===== src/rtl/sram_arbiter.sv =====
// Two-requester arbiter in front of a single-port SRAM with a registered read port.
// Port 0 is the lookup requester, port 1 the refill requester. Port 1 can lock the
// SRAM for a burst; otherwise simultaneous requests alternate round-robin.
module sram_arbiter #(
  parameter int unsigned DATA_WIDTH = 64,
  parameter int unsigned ADDR_WIDTH = 10
) (
  input  logic                    clk_i,
  input  logic                    rst_ni,
  input  logic [1:0]              req_valid_i,
  output logic [1:0]              req_ready_o,
  input  logic [1:0]              req_we_i,
  input  logic [2*ADDR_WIDTH-1:0] req_addr_i,
  input  logic [2*DATA_WIDTH-1:0] req_wdata_i,
  input  logic                    req_lock_i,
  output logic [1:0]              rsp_valid_o,
  output logic [DATA_WIDTH-1:0]   rsp_rdata_o,
  output logic                    sram_we_o,
  output logic [ADDR_WIDTH-1:0]   sram_addr_o,
  output logic [DATA_WIDTH-1:0]   sram_wdata_o,
  input  logic [DATA_WIDTH-1:0]   sram_rdata_i
);

  typedef enum logic {
    LOCK_IDLE = 1'b0,
    LOCK_HELD = 1'b1
  } lock_state_e;

  lock_state_e lock_q, lock_d;
  logic        ptr_q, ptr_d;
  logic [1:0]  rsp_valid_q, rsp_valid_d;
  logic [1:0]  grant;

  // Grant selection: lock forces port 1, contention resolved by the pointer.
  always_comb begin
    grant = '0;
    if (lock_q == LOCK_HELD) begin
      grant[1] = req_valid_i[1];
    end else if (&req_valid_i) begin
      grant[ptr_q] = 1'b1;
    end else begin
      grant = req_valid_i;
    end
    req_ready_o = grant;
  end

  // SRAM command mux: granted port drives the SRAM, otherwise all zeros.
  always_comb begin
    sram_we_o    = 1'b0;
    sram_addr_o  = '0;
    sram_wdata_o = '0;
    if (grant[0]) begin
      sram_we_o    = req_we_i[0];
      sram_addr_o  = req_addr_i[0 +: ADDR_WIDTH];
      sram_wdata_o = req_wdata_i[0 +: DATA_WIDTH];
    end else if (grant[1]) begin
      sram_we_o    = req_we_i[1];
      sram_addr_o  = req_addr_i[ADDR_WIDTH +: ADDR_WIDTH];
      sram_wdata_o = req_wdata_i[DATA_WIDTH +: DATA_WIDTH];
    end
  end

  // Next state: pointer moves away from the winner, lock follows port-1 grants.
  always_comb begin
    ptr_d       = ptr_q;
    lock_d      = lock_q;
    rsp_valid_d = grant & ~req_we_i;
    if (grant[0]) begin
      ptr_d = 1'b1;
    end
    if (grant[1]) begin
      ptr_d  = 1'b0;
      lock_d = req_lock_i ? LOCK_HELD : LOCK_IDLE;
    end
  end

  // State registers; reset also drops any response in flight.
  always_ff @(posedge clk_i or negedge rst_ni) begin
    if (!rst_ni) begin
      ptr_q       <= 1'b0;
      lock_q      <= LOCK_IDLE;
      rsp_valid_q <= '0;
    end else begin
      ptr_q       <= ptr_d;
      lock_q      <= lock_d;
      rsp_valid_q <= rsp_valid_d;
    end
  end

  assign rsp_valid_o = rsp_valid_q;
  assign rsp_rdata_o = sram_rdata_i;

endmodule


===== config.mk =====
export PLATFORM = sky130hd
export DESIGN_NAME = sram_arbiter
export DESIGN_NICKNAME = d
export VERILOG_FILES = /design/src/rtl/sram_arbiter.sv
export SDC_FILE = /design/constraint.sdc
export NUM_CORES = 1
export LEC_CHECK = 0
export CAP_MARGIN = 20
export CORE_AREA = 2 2 141 143
export CTS_CLUSTER_DIAMETER = 40
export DETAILED_ROUTE_END_ITERATION = 8
export DIE_AREA = 0 0 143 145
export PLACE_DENSITY = 0.5
export SYNTH_ARGS = -nofsm -noshare
export SYNTH_HDL_FRONTEND = slang
export SYNTH_SLANG_ARGS = --single-unit

===== constraint.sdc =====
create_clock -name clk_i -period 3 [get_ports clk_i]
set_clock_uncertainty 0.1 [all_clocks]
set_input_delay 0.45 -clock clk_i [delete_from_list [all_inputs] [get_ports clk_i]]
set_output_delay 0.45 -clock clk_i [all_outputs]
set_load 0.05 [all_outputs]

==> results of run 1 <==
==> Yosys cell counts <==
cell       n
buf_6      4
buf_4     64
inv_1      2
and2_1     1
or3b_1     1
o22a_1     1
clkbuf_1   7
o21ai_0    1
nand2b_1   1
dfrtp_1    4
buf_2      6
a22o_1    75
a21oi_1    2
nor2b_1    2
==> routing by layer <==
layer,vias up,part of all wire (%)
li1,905,-
met1,918,34
met4,0,3.2
met5,-,0
met2,161,52
met3,25,11
==> through the flow <==
stage	utilization (%)	instance area, µm²	hold slack (ns)
after floorplan	-	1400	0.0544
after global placement	22.5	4320	0.381
after detailed placement	22.5	4320	0.400
after CTS	22.9	4400	0.333
after global routing	22.9	4400	0.339
final	22.9	4400	0.332
==> worst max-delay path by stage <==
stage                             to  slack (ns)  cells past startpoint
finish              sram_wdata_o[33]        0.18                      6
global placement    sram_wdata_o[33]        0.18                      6
detailed placement  sram_wdata_o[33]        0.17                      6
CTS                 sram_wdata_o[33]        0.16                      6
global route        sram_wdata_o[33]        0.12                      6
floorplan           sram_wdata_o[53]        0.51                      4
==> power by group through the flow <==
stage                     logic, mW  clock network [mW]  registers [mW]
final                          1.43               0.211          0.0654
after global routing           1.48               0.220          0.0663
after CTS                      1.44               0.216          0.0653
after detailed placement       1.44                   0          0.0659
after global placement         1.43                   0          0.0654
after floorplan               0.851                   0          0.0701
==> critical path: stages <==
cell             delay, ns
clkdlybuf4s50_1       0.49
or3b_1                0.36
and2_2                0.23
buf_4                 0.26
a22o_1                0.29
buf_12                0.17
==> cell type report <==
class | instances | area (µm²) | share of cell area (%)
sequential | 4 | 100 | 2.28
timing repair buffer | 237 | 3160 | 71.8
inverter | 2 | 7.51 | 0.171
multi-input combinational | 84 | 727 | 16.5
clock buffer | 3 | 75.1 | 1.71
tap | 265 | 332 | 7.54
==> state kept, by name, summed over array words and instances (netlist names) <==
| signal | flops |
|---|---|
| lock_q | 1 |
| rsp_valid_o | 2 |
| ptr_q | 1 |
==> logic make-up (layout without fill, tap and decap cells) <==
kind of cell,after synthesis,after routing,synth area share [%]
AO/OA/AOI/OAI,79,79,48.5
buffers and inverters,83,242,42.0
AND/OR/NAND/NOR,5,5,2.41
flip-flops,4,4,7.13
==> results.md, run 1 <==
* Switching Share at 43.7%
* Unique masters post-synth at 14
* Slew HR at 64.7%
* Placed cell count at 592
* CP required at 2.45 ns
* CTS Root Cell: clkbuf_16
* CP Class: primary input to primary output
* Crit share post-route at 93.9%
* Ant diodes at 0
* Worst-case reg-to-reg path depth at 4
* Yosys warning total at 0
* CP Capture Type: primary output
* Die ar. at 0.0207 mm²
* RSZ-0062 raised after global routing: false
* Startpoint types: primary input
* CP arrival at 2.27 ns
* RePlAce Congestion at 0.793
* Cells after Synth at 171
* Final setup violation count at 0
* Max-cap viol count at 0
* Clk_lat worst skew at 0.23 ns
* IO buf count at 233
* Worst setup margin at 0.182 ns
* Fin cells at 595
* Pre-CTS setup slack at 0.172 ns
* DR DRC count at 0
* Logic gate share of total power at 83.7%
* Grt ovf at 0
* Post-cts resize count at 0
* Internal power at 958 µW
* Hold crit path type: primary input to asynchronous set/reset pin
* Routed via count at 2,009
* Ranking of synthesized cells by area: a22o_1 (47%), buf_4 (34%), dfrtp_1 (7.1%), buf_6 (3.2%), buf_2 (2.1%)
* Synth Register Bits at 4
* Post-CTS Setup Bufs at 0
* Starting Density at 7.31%
* NumNets Final at 551
* Vias per inst at 3.38
* Die height at 145 µm
* Commonest non-fill, non-tap cell in the layout: clkdlybuf4s50_1
* P_sw at 745 µW
* CTS Buf Count at 3
* Commonest cells after routing, fill and taps aside: clkdlybuf4s50_1 (156), buf_12 (79), a22o_1 (75), dfrtp_1 (4), clkbuf_16 (3)
* Layout cells sized above 1 at 26.1%
* Top-area cell type share of the netlist area at 46.8%
* Outcome: finished, final reports clean
* Routed len/inst at 15.3 µm
* Detailed Routing Iterations Pass 1 at 4
* ANT nets after route at 0
* Seq/Total Area, Yosys at 7.13%
* First-pass GRT wire length at 12.5 mm
* Post-CTS Hold Buffers at 0
* Critical-path maximum fanout at 38
* Final min period at 2.82 ns
* CTS H-tree depth at 1
* IO Count at 362
* Pleak at 1.75 nW
* Die Wd at 143 µm
* Leading area contributor after synthesis: a22o_1
* Layout area overhead at 213%
* Clock power frac at 12.4%
* Antenna violations before repair at 0
* M1 GR Usage at 8.04%
* Row count at 51
* Worst r2r src: ptr_q
* CTS Sinks at 4
* CTS tree: done
* Peak VDD IR at 0.130 mV
* Syn avg cell area at 8.21 µm²
* Final Hold Vio Count at 0
* Total Neg Setup Slack at 0 ns
* Largest net degree at the start of global routing at 41
* Fill cells at 2,057
* Worst-path clk slew at 0.03 ns
* Hpwl dp at 7.96 mm
* PD cells at 387 mW/mm²
* Register share of total power at 3.8%
* Worst Max-Slew Pin Slew at 0.527 ns
* Grt met2 use at 14.7%
* Max Fclk at 0.355 GHz
* Number of global-route vias before repair at 2,107
* Grt met3 use at 2.01%
* Reg2reg setup slack at 1.33 ns
* Post-Syn Nets at 390
* Tot Pwr at 1.70 mW
* Count of final max-slew check failures at 0
* First DRT Iteration DRCs at 36
* Maximum clock path buffer count at 2
* GR Util All Layers at 7.84%
* Core Area at 0.0192 mm²
* RR Endpoint: rsp_valid_o[1]
* Most used routing layer: met2
* WL final at 9.08 mm
* Mapped Area at 0.00140 mm²
* Crit path from: req_valid_i[0]
Power figures use the tool's default switching activity.
==> run 2, diff against run 1 <==
CAP_MARGIN = not set   (was 20)
GPL_TIMING_DRIVEN = 0   (was not set)
==> results.md, run 2 (synthesis gave the netlist of run 1 again) <==
* Outcome: finished, final reports clean
* Maximum clock path buffer count at 2
* GR Util All Layers at 8.35%
* Final min period at 2.94 ns
* Worst-case reg-to-reg path depth at 5
* CP Capture Type: primary output
* Largest net degree at the start of global routing at 11
* IO buf count at 297
* CTS tree: done
* Die Wd at 143 µm
* First-pass GRT wire length at 13.6 mm
* Peak VDD IR at 0.0944 mV
* Worst setup margin at 0.0561 ns
* Layout cells sized above 1 at 33.5%
* Pre-CTS setup slack at -0.759 ns
* Startpoint types: primary input
* Antenna violations before repair at 0
* Post-CTS Hold Buffers at 0
* CP required at 2.45 ns
* Count of final max-slew check failures at 0
* CP Class: primary input to primary output
* Crit path cell chain: clkdlybuf4s50_1, or3b_4, and2_1, buf_2, buf_6, buf_6, a22o_1, buf_2
* Fill cells at 2,132
* Routed via count at 2,530
* CTS H-tree depth at 1
* WL final at 9.98 mm
* Max-cap viol count at 0
* CTS Sinks at 4
* Final setup violation count at 0
* Utilization after layout at 23.3%
* Delay-heaviest family, CP: buffers and inverters
* Die height at 145 µm
* Number of flip-flops in the largest register at 2
* Hpwl dp at 8.81 mm
* CP arrival at 2.39 ns
* PD cells at 360 mW/mm²
* Fin area at 0.00448 mm²
* Critical path's slowest cell: clkdlybuf4s50_1
* Routed len/inst at 13.6 µm
* Row count at 51
* Core Area at 0.0192 mm²
* Post-CTS Setup Bufs at 0
* Vias per inst at 3.44
* WHS at 0.325 ns
* Layout area overhead at 219%
* First DRT Iteration DRCs at 44
* Placed cell count at 733
* Ant diodes at 0
* Hold crit path type: primary input to asynchronous set/reset pin
* DR DRC count at 0
* Critical-path maximum fanout at 10
* RSZ-0062 raised after global routing: true
* Multi-input logic area at 721 µm²
* Worst-path clk slew at 0.03 ns
* Grt ovf at 0
* Detailed Routing Iterations Pass 1 at 4
* CP Depth at 8
* Slew HR at 64.7%
* CTS Buf Count at 3
* NumNets Final at 692
* Tot Pwr at 1.61 mW
* Fin cells at 736
* RePlAce Congestion at 0.745
* Commonest cells after routing, fill and taps aside: clkdlybuf4s50_1 (220), a22o_1 (75), buf_4 (68), buf_2 (62), clkbuf_2 (10)
* IO Count at 362
* CTS Root Cell: clkbuf_16
* Clk_lat worst skew at 0.23 ns
* Final Hold Vio Count at 0
* Max Fclk at 0.340 GHz
* Register area at 100 µm²
* ANT nets after route at 0
* Commonest non-fill, non-tap cell in the layout: clkdlybuf4s50_1
* Pleak at 2.03 nW
* Number of global-route vias before repair at 2,619
* Total Neg Setup Slack at 0 ns
* Worst Max-Slew Pin Slew at 0.527 ns
* Starting Density at 7.31%
* Dpl cell area at 0.00471 mm²
* Crit-path max cell delay at 0.50 ns
* Die ar. at 0.0207 mm²
* Crit share post-route at 98.1%
* Buffer and inverter count on the worst path at 5
-- run 2: changes by cell type in the layout (fill, tap and decap cells not counted), moves of 8 or more --
cell             delta
buf_2              +62
clkbuf_2           +10
clkdlybuf4s50_1    +64
buf_4              +66
buf_12             -79
buf_6               +8
-- run 2: worst paths after layout --
| path | to | startpoint | slack (ns) |
|---|---|---|---|
| worst max-delay path | sram_wdata_o[37] | req_valid_i[0] | 0.06 |
| worst min-delay path | ptr_q | rst_ni | 0.32 |
| worst max register to register | rsp_valid_o[1] | lock_q | 1.34 |
| worst min register to register | lock_q | lock_q | 0.45 |
| max in group asynchronous | rsp_valid_o[1] | rst_ni | 2.31 |
| min in group clk_i | lock_q | lock_q | 0.45 |
-- run 2: final cells by class --
cell class | count | area share (%)
sequential | 4 | 2.23
buffer | 81 | 13.1
inverter | 2 | 0.167
timing repair buffer | 297 | 59.3
clock buffer | 3 | 1.67
multi-input combinational | 84 | 16.1
tap | 265 | 7.40
-- run 2: per-layer routing --
metal  vias to the layer above  track usage (%)  part of all wire (%)
met1                      1136             7.36                    33
met5                         -                0                     0
met4                         0             2.18                   1.7
met2                       195             17.7                    54
li1                       1186                -                     -
met3                        13             2.34                    11
-- run 2: what timing repair did --
action | 4_1_cts | 5_1_grt
pin swaps | 0 | 0
gates resized for setup | 282 | 101
setup endpoints to repair | 77 | 51
-- run 2: power by group --
part	switching (mW)	total [mW]	internal, mW
combinational	0.826	1.34	0.509
clock	0.0409	0.212	0.171
sequential	0.00472	0.0652	0.0604
total	0.872	1.61	0.740
